**src/rtl/par_data_pkg.sv**
```systemverilog
// par_data_pkg: shared state encoding and defaults for par_data_req_ctrl
package par_data_pkg;
  typedef enum logic [2:0] {
    S_IDLE = 3'd0,
    S_ASK  = 3'd1,
    S_WAIT = 3'd2,
    S_GAP  = 3'd3,
    S_OUT  = 3'd4
  } state_t;
  localparam int DW_DEF = 4;
  localparam int NIB_DEF = 4;
  localparam int WCNT_W = 16;
endpackage

```
**src/rtl/par_data_req_ctrl_if.sv**
```systemverilog
// par_data_req_ctrl_if: control, source and consumer signals of par_data_req_ctrl
// master: controller side (drives ask_for_data, word, word_valid, busy, nib_cnt[, word_cnt])
// slave: environment side (drives start, clr, data, word_ready)
// word_cnt exists only when PAR_DATA_WORD_CNT_EN is defined
interface par_data_req_ctrl_if
  import par_data_pkg::*;
#(
  parameter int DW = DW_DEF,
  parameter int NIB = NIB_DEF
);
  logic start;
  logic clr;
  logic [DW-1:0] data;
  logic ask_for_data;
  logic [DW*NIB-1:0] word;
  logic word_valid;
  logic word_ready;
  logic busy;
  logic [$clog2(NIB)-1:0] nib_cnt;
`ifdef PAR_DATA_WORD_CNT_EN
  logic [WCNT_W-1:0] word_cnt;
`endif
  modport master (
    input start, clr, data, word_ready,
    output ask_for_data, word, word_valid, busy, nib_cnt
`ifdef PAR_DATA_WORD_CNT_EN
    , output word_cnt
`endif
  );
  modport slave (
    output start, clr, data, word_ready,
    input ask_for_data, word, word_valid, busy, nib_cnt
`ifdef PAR_DATA_WORD_CNT_EN
    , input word_cnt
`endif
  );
endinterface

```
**src/rtl/par_data_req_ctrl_cyc_timer.sv**
```systemverilog
// cyc_timer: loadable down-counter, done when it reaches zero
// ports: sclk, rst (async active-low), load, val (load value), done
module cyc_timer #(
  parameter int TW = 4
) (
  input  logic sclk,
  input  logic rst,
  input  logic load,
  input  logic [TW-1:0] val,
  output logic done
);
  logic [TW-1:0] cnt;
  assign done = cnt == '0;
  always_ff @(posedge sclk or negedge rst) begin
    if (!rst) cnt <= '0;
    else if (load) cnt <= val;
    else if (!done) cnt <= cnt - 1'b1;
  end
endmodule

```
**src/rtl/par_data_req_ctrl.sv**
```systemverilog
// par_data_req_ctrl: issues ask_for_data pulses, packs NIB nibbles MSB-first into a word, hands it out valid/ready
// ports: sclk, rst (async active-low), bus (par_data_req_ctrl_if.master)
// optional PAR_DATA_WORD_CNT_EN adds the 16-bit accepted-word counter bus.word_cnt
module par_data_req_ctrl
  import par_data_pkg::*;
#(
  parameter int DW = DW_DEF,
  parameter int NIB = NIB_DEF,
  parameter int DATA_DLY = 1,
  parameter int GAP = 1
) (
  input logic sclk,
  input logic rst,
  par_data_req_ctrl_if.master bus
);
  localparam int W = DW*NIB;
  localparam int CW = $clog2(NIB);
  localparam int TW = $clog2((DATA_DLY > GAP ? DATA_DLY : GAP) + 1);
  state_t state, state_nx;
  logic [W-1:0] shreg;
  logic [TW-1:0] tm_val;
  logic tm_load, tm_done, cap, last;
  assign last = bus.nib_cnt == CW'(NIB-1);
  cyc_timer #(.TW(TW)) u_tmr (
    .sclk(sclk),
    .rst(rst),
    .load(tm_load),
    .val(tm_val),
    .done(tm_done)
  );
  // Timer is loaded with N-1 on entry so the state lasts exactly N cycles.
  always_comb begin
    state_nx = state;
    cap = 1'b0;
    tm_load = 1'b0;
    tm_val = TW'(DATA_DLY-1);
    if (bus.clr) state_nx = S_IDLE;
    else begin
      case (state)
        S_IDLE: state_nx = bus.start ? S_ASK : S_IDLE;
        S_ASK: begin
          if (DATA_DLY == 0) cap = 1'b1;
          else begin
            state_nx = S_WAIT;
            tm_load = 1'b1;
          end
        end
        S_WAIT: cap = tm_done;
        S_GAP: state_nx = tm_done ? S_ASK : S_GAP;
        S_OUT: state_nx = bus.word_ready ? (bus.start ? S_ASK : S_IDLE) : S_OUT;
        default: state_nx = S_IDLE;
      endcase
      if (cap) begin
        state_nx = last ? S_OUT : S_GAP;
        tm_load = !last;
        tm_val = TW'(GAP-1);
      end
    end
  end
  always_ff @(posedge sclk or negedge rst) begin
    if (!rst) state <= S_IDLE;
    else state <= state_nx;
  end
  always_ff @(posedge sclk or negedge rst) begin
    if (!rst) begin
      bus.ask_for_data <= 1'b0;
      bus.busy <= 1'b0;
      bus.word_valid <= 1'b0;
      bus.word <= '0;
      bus.nib_cnt <= '0;
      shreg <= '0;
    end else begin
      bus.ask_for_data <= state_nx == S_ASK;
      bus.busy <= state_nx != S_IDLE;
      if (bus.clr) begin
        bus.word_valid <= 1'b0;
        bus.nib_cnt <= '0;
        shreg <= '0;
      end else if (cap) begin
        shreg <= {shreg[W-DW-1:0], bus.data};
        bus.nib_cnt <= last ? '0 : bus.nib_cnt + 1'b1;
        if (last) begin
          bus.word <= {shreg[W-DW-1:0], bus.data};
          bus.word_valid <= 1'b1;
        end
      end else if (state == S_OUT && bus.word_ready) bus.word_valid <= 1'b0;
    end
  end
`ifdef PAR_DATA_WORD_CNT_EN
  always_ff @(posedge sclk or negedge rst) begin
    if (!rst) bus.word_cnt <= '0;
    else if (bus.word_valid && bus.word_ready && !bus.clr) bus.word_cnt <= bus.word_cnt + 1'b1;
  end
`endif
endmodule
```
**src/flat_wrapper.sv**
```systemverilog
// flat-port wrapper written by rule: the top's interface ports become plain ports
module par_data_req_ctrl_flat import par_data_pkg::*;
#(
  parameter int DW = DW_DEF,
  parameter int NIB = NIB_DEF,
  parameter int DATA_DLY = 1,
  parameter int GAP = 1
)
  (sclk, rst, bus_start, bus_clr, bus_data, bus_word_ready, bus_ask_for_data, bus_word, bus_word_valid, bus_busy, bus_nib_cnt);
  par_data_req_ctrl_if #(.DW(DW), .NIB(NIB)) bus_i ();
  input logic sclk;
  input logic rst;
  input wire logic [$bits(bus_i.start)-1:0] bus_start;
  input wire logic [$bits(bus_i.clr)-1:0] bus_clr;
  input wire logic [$bits(bus_i.data)-1:0] bus_data;
  input wire logic [$bits(bus_i.word_ready)-1:0] bus_word_ready;
  output wire logic [$bits(bus_i.ask_for_data)-1:0] bus_ask_for_data;
  output wire logic [$bits(bus_i.word)-1:0] bus_word;
  output wire logic [$bits(bus_i.word_valid)-1:0] bus_word_valid;
  output wire logic [$bits(bus_i.busy)-1:0] bus_busy;
  output wire logic [$bits(bus_i.nib_cnt)-1:0] bus_nib_cnt;
  assign bus_i.start = bus_start;
  assign bus_i.clr = bus_clr;
  assign bus_i.data = bus_data;
  assign bus_i.word_ready = bus_word_ready;
  assign bus_ask_for_data = bus_i.ask_for_data;
  assign bus_word = bus_i.word;
  assign bus_word_valid = bus_i.word_valid;
  assign bus_busy = bus_i.busy;
  assign bus_nib_cnt = bus_i.nib_cnt;
  par_data_req_ctrl #(.DW(DW), .NIB(NIB), .DATA_DLY(DATA_DLY), .GAP(GAP)) u_core (.sclk(sclk), .rst(rst), .bus(bus_i));
endmodule
```
**config.mk**
```make
export PLATFORM = sky130hd
export DESIGN_NAME = par_data_req_ctrl_flat
export DESIGN_NICKNAME = d
export VERILOG_FILES = /design/src/rtl/par_data_pkg.sv /design/src/rtl/par_data_req_ctrl_if.sv /design/src/rtl/par_data_req_ctrl_cyc_timer.sv /design/src/rtl/par_data_req_ctrl.sv /design/src/flat_wrapper.sv
export SDC_FILE = /design/constraint.sdc
export NUM_CORES = 1
export LEC_CHECK = 0
export CAP_MARGIN = 10
export CORE_MARGIN = 2
export CORE_UTILIZATION = 45
export CTS_CLUSTER_SIZE = 10
export DETAILED_ROUTE_END_ITERATION = 8
export MAX_ROUTING_LAYER = met4
export PLACE_DENSITY = 0.79
export SYNTH_ARGS = -nofsm -noshare
export SYNTH_HDL_FRONTEND = slang
export SYNTH_SLANG_ARGS = --single-unit
```
**constraint.sdc**
```tcl
create_clock -name sclk -period 5.05 [get_ports sclk]
set_clock_uncertainty 0.15 [all_clocks]
set_input_delay 1.2625 -clock sclk [delete_from_list [all_inputs] [get_ports sclk]]
set_output_delay 1.2625 -clock sclk [all_outputs]
set_load 0.02 [all_outputs]
```
# [Yosys cells after proc, flatten, opt, wreduce, memory -nomap -nowiden]
# Cells that the tools add are included.
[word_totals] input_bits=9 out_inout_bits=21 elab_cells=51 register_bits=37
[classes] mux=24 add_sub_neg=2 bitwise=2 n_eq_ne=7 reduce_logical=8
[ops] cell="$mux 12" count=2
[ops] cell="$pmux 3 s5" count=1
[ops] cell="$mux 1" count=13
[ops] cell="$mux 3" count=4
[ops] cell="$mux 2" count=4
[ops] cell="$eq 3x1->1 const B" count=2
[ops] cell="$eq 3x2->1 const B" count=2
[ops] cell="$reduce_bool 3->1" count=2
[ops] cell="$eq 3x3->1 const B" count=1
[ops] cell="$logic_not 3->1" count=1
[ops] cell="$ne 3x3->1 const B" count=1
[ops] cell="$reduce_and 3->1" count=1
[ops] cell="$add 2x1->2 const B" count=1
[ops] cell="$eq 2x2->1 const B" count=1
[ops] cell="$not 1->1" count=2
[ops] cell="$reduce_and 2->1" count=1
[ops] cell="$reduce_bool 2->1" count=1
[ops] cell="$logic_and 1x1->1" count=1
[ops] cell="$logic_not 1->1" count=1
[ops] cell="$sub 1x1->1 const B" count=1

# [Logic depth before layout (Yosys ltp)]
# Gate-level depths: netlist (run 1).
[depth] word_depth=6 ltp_mapped=5 depth_no_buf=4

# [Hierarchy]
# Synthesis (run 1) repeated with hierarchy kept, for this count alone.
[unflattened] cells_unflattened=104 hier_area_um2=1491.4
[by_module_without_submodules] mod="par_data_req_ctrl" seq_area_each_um2=900.9 cells_each=101 area_per_inst_um2=1456.4 n_inst=1
[by_module_without_submodules] mod="cyc_timer" seq_area_each_um2=25.0 cells_each=3 area_per_inst_um2=35.0 n_inst=1

# [Least setup slack after synthesis (run 1)]
# OpenSTA, ideal clock, no wires.
[synth_timing] kind="input -> register" startpoint="in bus_clr" endpoint="reg u_core.bus.word[0]" setup_ns=0.125 slack_ns=2.809 required_ns=4.775 path_buffers=1 cell_stages=4 t_arrival_ns=1.966 path_cell_list="inv_1 -> nand3_4 -> buf_6 -> mux2_4"
[synth_between] elab_chain_cells=2 word_cells_on_any_way=3 cone_classes="mux (1); bitwise (1); reduce/logical (1)"
[synth_rtl] element="start, declared" line="flat_wrapper.sv:14" source="input wire logic [$bits(bus_i.clr)-1:0] bus_clr;"
[synth_rtl] element="$mux 1 / $not 1->1 (equally long branches)"
[synth_rtl] element="$reduce_and 3->1 (no source line) (*)"
[synth_rtl] element="end signal, assigned" line="par_data_req_ctrl.sv:83" source="bus.word <= {shreg[W-DW-1:0], bus.data};"
[synth_rtl] element="end, declared" line="par_data_req_ctrl_if.sv:25" source="output ask_for_data, word, word_valid, busy, nib_cnt"
# Every way passes the cells marked *; elsewhere a longest branch is shown, timed or not.
# A chain may end at the register's enable or synchronous reset.

# [Worst setup path in the final report (run 1)]
[layout_timing] startpoint="reg u_core.bus.nib_cnt[0]" endpoint="out bus_nib_cnt[0]"
[layout_rtl] element="start, declared" line="par_data_req_ctrl_if.sv:25"
[layout_rtl] element="start signal, assigned" line="par_data_req_ctrl.sv:81" source="bus.nib_cnt <= last ? '0 : bus.nib_cnt + 1'b1;"
[layout_rtl] element="end, declared" line="flat_wrapper.sv:21" source="output wire logic [$bits(bus_i.nib_cnt)-1:0] bus_nib_cnt;"
# No word-level cell between the ends.

==> results of run 1 <==
-- power breakdown --
part / internal [W] / switching [W]
combinational: 0.0000249 / 0.0000278
clock: 0.000103 / 0.0000985
sequential: 0.000297 / 0.00000768
total: 0.000425 / 0.000134
-- logic make-up (layout without fill, tap and decap cells) --
family                     Yosys count  after routing
muxes                               17             17
and+or+nand+nor                     11             11
buffers and inverters                7             41
adders and majority gates            1              1
xor gates and xnor gates             1              1
DFF                                 36             36
AOI/OAI and AO/OA                   21             21
-- flip-flops by register name, summed over array words and instances, names as in the netlist --
signal and cells:
u_core.state 3, u_core.bus.ask_for_data 1, u_core.bus.word 16, u_core.bus.busy 1, u_core.bus.word_valid 1, u_core.shreg 12, u_core.bus.nib_cnt 2
-- how the worst min path moves through the flow --
stage | start | end | cells after the start
6_report | u_core.state[2] | u_core.state[1] | 1
3_3_place_gp | u_core.shreg[10] | u_core.shreg[10] | 1
4_1_cts | u_core.state[2] | u_core.state[1] | 1
5_1_grt | u_core.bus.word[7] | u_core.bus.word[7] | 1
3_5_place_dp | u_core.bus.word[2] | u_core.bus.word[2] | 1
2_1_floorplan | u_core.state[2] | u_core.state[1] | 1
-- cell usage after synthesis (all sizes together) --
cell / n
dfrtp: 36
mux2: 17
a22o: 13
buf: 4
a211oi: 3
and2b: 3
inv: 3
o22ai: 2
a21o: 1
a21oi: 1
and3: 1
ha: 1
nand2: 1
nand3: 1
nor2: 1
nor2b: 1
nor3: 1
nor4b: 1
o2bb2ai: 1
or3b: 1
xnor2: 1
-- metal layers --
layer  wire, um  vias to the layer above
met2       1252                       19
met3        127                        6
met4         46                        0
met5          0                        -
met1       1184                      427
li1           -                      418
-- metrics by stage --
step	instance area [um^2]	cells	total power (W)	hold WS [ps]	setup slack, ps
global route	1861	172	0.0005819	395.9	2227
global placement	1780	164	0.0003623	335.5	2165
floorplan	1469	94	0.0003393	311.5	2809
CTS	1861	172	0.0005642	370.1	2264
finish	1861	172	0.0005588	368.0	2276
detailed placement	1780	164	0.0003634	341.2	2127
-- layout make-up --
| type | instances | area (um^2) | area share |
|---|---|---|---|
| clock buffers | 5 | 37.54 | 0.02017 |
| clock inverters | 3 | 42.54 | 0.02286 |
| inverters | 3 | 11.26 | 0.006052 |
| multi-input cells | 51 | 515.5 | 0.2771 |
| flip-flops and latches | 36 | 900.9 | 0.4842 |
| well taps | 44 | 55.05 | 0.02959 |
| repair buffers | 30 | 297.8 | 0.1601 |
==> run_summary.xml, run 1 <==
<?xml version="1.0" encoding="UTF-8"?>
<metrics>
  <group name="outcome">
    <metric name="result_of_the_run" unit="">finished clean</metric>
  </group>
  <group name="clock_tree">
    <metric name="clk_transition_reported_paths" unit="ps">100</metric>
    <metric name="clk_path_buf_depth" unit="">2</metric>
    <metric name="cts_num_sinks" unit="">36</metric>
    <metric name="tritoncts" unit="">done</metric>
    <metric name="cts_resized" unit="">0</metric>
    <metric name="post_cts_buffers" unit="">0</metric>
    <metric name="insertion_delay" unit="ps">350</metric>
    <metric name="htreeDepth" unit="">2</metric>
    <metric name="clock-root-buffer" unit="">sky130_fd_sc_hd__clkbuf_4</metric>
    <metric name="cts_hold_repair.buffers" unit="">0</metric>
    <metric name="cts_inserted_buffers" unit="">5</metric>
  </group>
  <group name="grt">
    <metric name="grt_first_pass_wirelength" unit="mm">4.519</metric>
    <metric name="use_met2" unit="">0.2416</metric>
    <metric name="grtUsageMet3" unit="">0.06303</metric>
    <metric name="met1_usage" unit="">0.2469</metric>
    <metric name="globalRoute.totalOverflow" unit="">0</metric>
    <metric name="antenna_found_initial" unit="">0</metric>
    <metric name="grt_start_max_net_pins" unit="">37</metric>
    <metric name="globalRouteTotalUtil" unit="">0.1795</metric>
    <metric name="busiest_layer" unit="">met1</metric>
    <metric name="grt_pass1_vias" unit="">894</metric>
  </group>
  <group name="logic_synthesis">
    <metric name="synth_simple_gate_area_share" unit="">0.06133</metric>
    <metric name="post_synth_num_cell_types" unit="">25</metric>
    <metric name="portion_of_netlist_area_occupied_by_mux_cells" unit="">0.1533</metric>
    <metric name="synth.avg_cell_area" unit="um^2">15.63</metric>
    <metric name="synth.cell_area" unit="um^2">1469</metric>
    <metric name="xor_and_xnor_area_share_after_synthesis" unit="">0.005963</metric>
    <metric name="synth-compound-area-share" unit="">0.1218</metric>
    <metric name="post-synth-top-area-fraction" unit="">0.6133</metric>
    <metric name="synth_warnings" unit="">0</metric>
    <metric name="synth_fp_nets" unit="">104</metric>
    <metric name="netlist_instances" unit="">94</metric>
    <metric name="synth_top_cells_by_area" unit="">sky130_fd_sc_hd__dfrtp_1 (61%), sky130_fd_sc_hd__mux2_4 (9.2%), sky130_fd_sc_hd__a22o_1 (7.8%), sky130_fd_sc_hd__mux2_2 (6.1%), sky130_fd_sc_hd__buf_6 (2.3%)</metric>
    <metric name="synth-seq-area-share" unit="">0.6133</metric>
    <metric name="synth_fa_ha_area_frac" unit="">0.008518</metric>
    <metric name="post-synth-top-area-cell" unit="">sky130_fd_sc_hd__dfrtp_1</metric>
    <metric name="combinational_family_with_the_most_area_after_synthesis" unit="">multiplexers</metric>
    <metric name="synth-seq-cells" unit="">36</metric>
  </group>
  <group name="worst_setup_path">
    <metric name="crit_required" unit="ps">3640</metric>
    <metric name="worst-r2r-cell-count" unit="">4</metric>
    <metric name="rrSetupSlack" unit="ps">3310</metric>
    <metric name="timing.critical_path.slowest_stage_cell" unit="">sky130_fd_sc_hd__clkdlybuf4s50_1</metric>
    <metric name="cp_slowest_stage_delay" unit="ps">620</metric>
    <metric name="worst_ep_arrival_time" unit="ps">1360</metric>
    <metric name="setup.worst_path.end_class" unit="">output pin</metric>
    <metric name="crit_path_end" unit="">bus_nib_cnt[0]</metric>
    <metric name="cp_cell_sequence" unit="">clkdlybuf4s50_1</metric>
    <metric name="path_delay_family" unit="">buffers and inverters</metric>
    <metric name="r2r-end" unit="">u_core.bus.word[15]</metric>
    <metric name="critical_path_cell_count" unit="">1</metric>
    <metric name="critPathLaunch" unit="">u_core.bus.nib_cnt[0]</metric>
    <metric name="path_class" unit="">reg2out</metric>
    <metric name="r2r_path_start" unit="">u_core.bus.nib_cnt[0]</metric>
    <metric name="path_buf_inv" unit="">1</metric>
    <metric name="start_kind" unit="">flop</metric>
    <metric name="worstPathMaxFanout" unit="">3</metric>
  </group>
  <group name="final_layout">
    <metric name="antenna-diode-count" unit="">0</metric>
    <metric name="nNetsFinal" unit="">137</metric>
    <metric name="count_of_filler_cells_inserted_in_the_layout" unit="">228</metric>
    <metric name="mostFrequentLayoutCells" unit="">sky130_fd_sc_hd__dfrtp_1 (36), sky130_fd_sc_hd__clkdlybuf4s50_1 (29), sky130_fd_sc_hd__a22o_1 (13)</metric>
    <metric name="layout.cells.most_common" unit="">sky130_fd_sc_hd__dfrtp_1</metric>
    <metric name="postLayoutCoreUtil" unit="">0.6045</metric>
    <metric name="post_route_cells_drive_above_1_share" unit="">0.2500</metric>
    <metric name="syn2layout_area_growth" unit="%">26.66</metric>
  </group>
  <group name="floorplan">
    <metric name="die_y" unit="um">61.14</metric>
    <metric name="die_w" unit="um">61.14</metric>
    <metric name="floorplan.rows" unit="">20</metric>
    <metric name="number_of_primary_i_o_pins" unit="">30</metric>
    <metric name="floorplan.die_area" unit="um^2">3737</metric>
    <metric name="placeableCoreArea" unit="um^2">3078</metric>
    <metric name="starting_utilization_of_the_core_area" unit="">0.4772</metric>
  </group>
  <group name="placed_design">
    <metric name="place.port_buffers" unit="">29</metric>
    <metric name="place_hpwl" unit="mm">1.739</metric>
    <metric name="gp_routability_congestion" unit="">0.7580</metric>
  </group>
  <group name="routing">
    <metric name="wire_per_inst" unit="um">15.17</metric>
    <metric name="routed-via-count" unit="">870</metric>
    <metric name="drcViolationCount" unit="">0</metric>
    <metric name="number_of_drc_markers_in_iteration_0" unit="">25</metric>
    <metric name="routed_wirelength" unit="mm">2.610</metric>
    <metric name="drt_pre_antenna_iters" unit="">4</metric>
    <metric name="via_per_inst" unit="">5.058</metric>
    <metric name="ant_nets" unit="">0</metric>
  </group>
  <group name="pwr">
    <metric name="power_per_cell_area" unit="nW/um^2">300.3</metric>
    <metric name="ir_worst_vdd" unit="mV">0.1436</metric>
    <metric name="power_leakage" unit="nW">0.8845</metric>
  </group>
  <group name="job">
    <metric name="timing.max_cap.violations" unit="">0</metric>
  </group>
  <group name="sta">
    <metric name="timing.setup.tns" unit="ps">0</metric>
    <metric name="finalSetupViolations" unit="">0</metric>
    <metric name="max-slew-margin-rel" unit="">0.5790</metric>
    <metric name="hold_viol" unit="">0</metric>
    <metric name="worst_pin_slew" unit="ps">631.5</metric>
    <metric name="rsz0062_at_grt" unit="">no</metric>
    <metric name="final.min_clock_period" unit="ps">2774</metric>
    <metric name="period_share" unit="">0.5492</metric>
    <metric name="max_freq" unit="MHz">360.5</metric>
    <metric name="drv_slew" unit="">0</metric>
  </group>
  <group name="min_path">
    <metric name="worstHoldPathType" unit="">reg2reg</metric>
  </group>
</metrics>
(Power assumes the default switching activity.)
==> run 2, diff against run 1 <==
clock period = 2.89 ns   (was 5.05 ns; I/O delays follow)
==> results of run 2 <==
The final DEF is identical to that of run 1. Status: finished clean.
Among the figures that moved: setup slack after placement 2127 ps -> 506.6 ps; setup slack after layout 2276 ps -> 656.4 ps; register-to-register setup slack 3310 ps -> 1150 ps; total power 0.0005588 W -> 0.0009764 W; worst IR drop on VDD 0.1436 mV -> 0.2509 mV
==> run 3, diff against run 2 <==
PLACE_DENSITY = 0.82   (was 0.79)
clock period = 1.9 ns   (was 2.89 ns; I/O delays follow)
==> run 3 against run 2 <==
Net effect: sequential power is 52% higher; die area stayed put; non-clock buffer count is 4 higher; wire length is 0.19% lower; sequential cell count stayed put; hold slack worse by 29 ps; global-route usage is 0.71 points lower; first-iteration DRC count is 60% lower; total power is 40% higher; combinational power is 54% higher; largest cell class unchanged; critical endpoint unchanged; setup slack worse by 460 ps; sequential share of layout area is 0.77 points lower.
==> run_summary.xml, run 3 (same netlist as run 1, synthesis figures left out) <==
<?xml version="1.0" encoding="UTF-8"?>
<metrics>
  <group name="sta">
    <metric name="max-slew-margin-rel" unit="">0.6053</metric>
    <metric name="rsz0062_at_grt" unit="">no</metric>
    <metric name="drv_slew" unit="">0</metric>
    <metric name="hold-worst-slack" unit="ps">339.1</metric>
    <metric name="worst_pin_slew" unit="ps">592.1</metric>
    <metric name="period_share" unit="">0.8986</metric>
    <metric name="finalSetupViolations" unit="">0</metric>
    <metric name="timing.setup.tns" unit="ps">0</metric>
    <metric name="max_freq" unit="MHz">585.7</metric>
    <metric name="finalWorstSetupSlack" unit="ps">192.7</metric>
    <metric name="final.min_clock_period" unit="ps">1707</metric>
    <metric name="hold_viol" unit="">0</metric>
  </group>
  <group name="placed_design">
    <metric name="pre_cts_ws" unit="ps">-114.0</metric>
    <metric name="gp_routability_congestion" unit="">0.7403</metric>
    <metric name="place.port_buffers" unit="">29</metric>
    <metric name="place_hpwl" unit="mm">1.874</metric>
    <metric name="place.detailed.instances" unit="">168</metric>
  </group>
  <group name="grt">
    <metric name="grt_first_pass_wirelength" unit="mm">4.422</metric>
    <metric name="antenna_found_initial" unit="">0</metric>
    <metric name="grt_pass1_vias" unit="">982</metric>
    <metric name="globalRouteTotalUtil" unit="">0.1724</metric>
    <metric name="grt_start_max_net_pins" unit="">37</metric>
    <metric name="globalRoute.totalOverflow" unit="">0</metric>
  </group>
  <group name="routing">
    <metric name="number_of_drc_markers_in_iteration_0" unit="">10</metric>
    <metric name="wire_per_inst" unit="um">14.80</metric>
    <metric name="ant_nets" unit="">0</metric>
    <metric name="drt_pre_antenna_iters" unit="">4</metric>
    <metric name="routed-via-count" unit="">896</metric>
    <metric name="via_per_inst" unit="">5.091</metric>
    <metric name="routed_wirelength" unit="mm">2.605</metric>
    <metric name="drcViolationCount" unit="">0</metric>
  </group>
  <group name="floorplan">
    <metric name="floorplan.die_area" unit="um^2">3737</metric>
    <metric name="die_w" unit="um">61.14</metric>
    <metric name="number_of_primary_i_o_pins" unit="">30</metric>
    <metric name="floorplan.rows" unit="">20</metric>
    <metric name="placeableCoreArea" unit="um^2">3078</metric>
    <metric name="die_y" unit="um">61.14</metric>
    <metric name="starting_utilization_of_the_core_area" unit="">0.4772</metric>
  </group>
  <group name="worst_setup_path">
    <metric name="path_buf_inv" unit="">1</metric>
    <metric name="timing.critical_path.slowest_stage_cell" unit="">sky130_fd_sc_hd__dfrtp_1</metric>
    <metric name="cp_slowest_stage_delay" unit="ps">420</metric>
    <metric name="start_kind" unit="">flop</metric>
    <metric name="worst_ep_arrival_time" unit="ps">1080</metric>
    <metric name="setup.worst_path.end_class" unit="">output pin</metric>
    <metric name="cp_cell_sequence" unit="">dlygate4sd2_1</metric>
    <metric name="path_delay_family" unit="">flip-flops</metric>
    <metric name="crit_required" unit="ps">1270</metric>
    <metric name="worstPathMaxFanout" unit="">3</metric>
    <metric name="path_class" unit="">reg2out</metric>
  </group>
  <group name="min_path">
    <metric name="worstHoldPathType" unit="">in2async</metric>
  </group>
  <group name="final_layout">
    <metric name="post_route_cells_drive_above_1_share" unit="">0.2727</metric>
    <metric name="mostFrequentLayoutCells" unit="">sky130_fd_sc_hd__dfrtp_1 (36), sky130_fd_sc_hd__dlygate4sd2_1 (19), sky130_fd_sc_hd__a22o_1 (13)</metric>
    <metric name="largest_registers" unit="">u_core.bus.word x16, u_core.shreg x12, u_core.state x3</metric>
    <metric name="nNetsFinal" unit="">141</metric>
    <metric name="largest_register_ff_count" unit="">16</metric>
    <metric name="multiInputGateArea" unit="um^2">515.5</metric>
    <metric name="count_of_filler_cells_inserted_in_the_layout" unit="">242</metric>
    <metric name="syn2layout_area_growth" unit="%">28.71</metric>
    <metric name="layout.cells.most_common" unit="">sky130_fd_sc_hd__dfrtp_1</metric>
    <metric name="antenna-diode-count" unit="">0</metric>
    <metric name="largest_register" unit="">u_core.bus.word</metric>
    <metric name="final_cell_count_no_fill" unit="">176</metric>
    <metric name="regArea" unit="um^2">900.9</metric>
  </group>
  <group name="pwr">
    <metric name="ir_worst_vdd" unit="mV">0.5767</metric>
    <metric name="power_leakage" unit="nW">1.035</metric>
    <metric name="share_clk_of_total_power" unit="">0.307</metric>
    <metric name="report.power.total" unit="W">0.001371</metric>
    <metric name="internal_pwr_total" unit="W">0.001032</metric>
    <metric name="power_frac_comb" unit="">0.104</metric>
    <metric name="power_per_cell_area" unit="nW/um^2">725.3</metric>
    <metric name="pwr-share-seq" unit="">0.590</metric>
    <metric name="netSwitchingFraction" unit="">0.2476</metric>
    <metric name="power.net_switching" unit="W">0.0003395</metric>
  </group>
  <group name="clock_tree">
    <metric name="cts_num_sinks" unit="">36</metric>
    <metric name="htreeDepth" unit="">2</metric>
    <metric name="clk_transition_reported_paths" unit="ps">110</metric>
    <metric name="post_cts_buffers" unit="">0</metric>
    <metric name="insertion_delay" unit="ps">330</metric>
    <metric name="cts_inserted_buffers" unit="">5</metric>
    <metric name="cts_hold_repair.buffers" unit="">0</metric>
    <metric name="clock-root-buffer" unit="">sky130_fd_sc_hd__clkbuf_4</metric>
    <metric name="clk_path_buf_depth" unit="">2</metric>
    <metric name="tritoncts" unit="">done</metric>
  </group>
  <group name="job">
    <metric name="timing.max_cap.violations" unit="">0</metric>
  </group>
  <group name="outcome">
    <metric name="result_of_the_run" unit="">finished clean</metric>
  </group>
</metrics>
## run 3: per-stage QoR
| step | utilization | area [um^2] |
|---|---|---|
| 3_5_place_dp | 0.6004 | 1848 |
| 6_report | 0.6142 | 1891 |
| 2_1_floorplan | - | 1469 |
| 5_1_grt | 0.6142 | 1891 |
| 3_3_place_gp | 0.6004 | 1848 |
| 4_1_cts | 0.6126 | 1886 |
## run 3: timing repair
| action | 4_1_cts | 5_1_grt |
|---|---|---|
| endpoints found under the setup margin | 19 | 2 |
| resized for setup | 19 | 2 |
| endpoints found under the hold margin | 0 | 0 |
## run 3: cell type report
cell class	instances	share of cell area
Timing Repair Buffer	34	0.1833
Inverter	3	0.005956
Clock buffer	6	0.02713
Clock inverter	2	0.005295
Multi-Input combinational cell	51	0.2727
Sequential cell	36	0.4765
Tap cell	44	0.02912
## run 3: path summary, 6_finish.rpt
kind / from / end / slack (ps) / depth (start not counted)
setup / recovery: u_core.bus.nib_cnt[0] / bus_nib_cnt[0] / 190 / 1
hold / removal: rst / u_core.bus.word[4] / 340 / 2
setup reg to reg: u_core.bus.nib_cnt[0] / u_core.bus.word[15] / 230 / 5
hold reg to reg: u_core.bus.word[14] / u_core.bus.word[14] / 360 / 1
max in group asynchronous: rst / u_core.bus.busy / 1070 / 2
min in group sclk: u_core.bus.word[14] / u_core.bus.word[14] / 360 / 1
## run 3: power by group through the flow
stage	clock [W]	combinational, W	sequential [W]
floorplan	0	0.0000690	0.000833
global placement	0	0.000142	0.000823
detailed placement	0	0.000149	0.000823
CTS	0.000432	0.000147	0.000808
global route	0.000470	0.000155	0.000813
finish	0.000420	0.000142	0.000808
## run 3: per-layer routing
| metal | up-vias | GRT usage | routed length (um) |
|---|---|---|---|
| met4 | 0 | 0.09317 | 65 |
| met3 | 8 | 0.04622 | 112 |
| met1 | 450 | 0.2017 | 1143 |
| li1 | 416 | - | - |
| met5 | - | - | 0 |
| met2 | 22 | 0.2705 | 1282 |
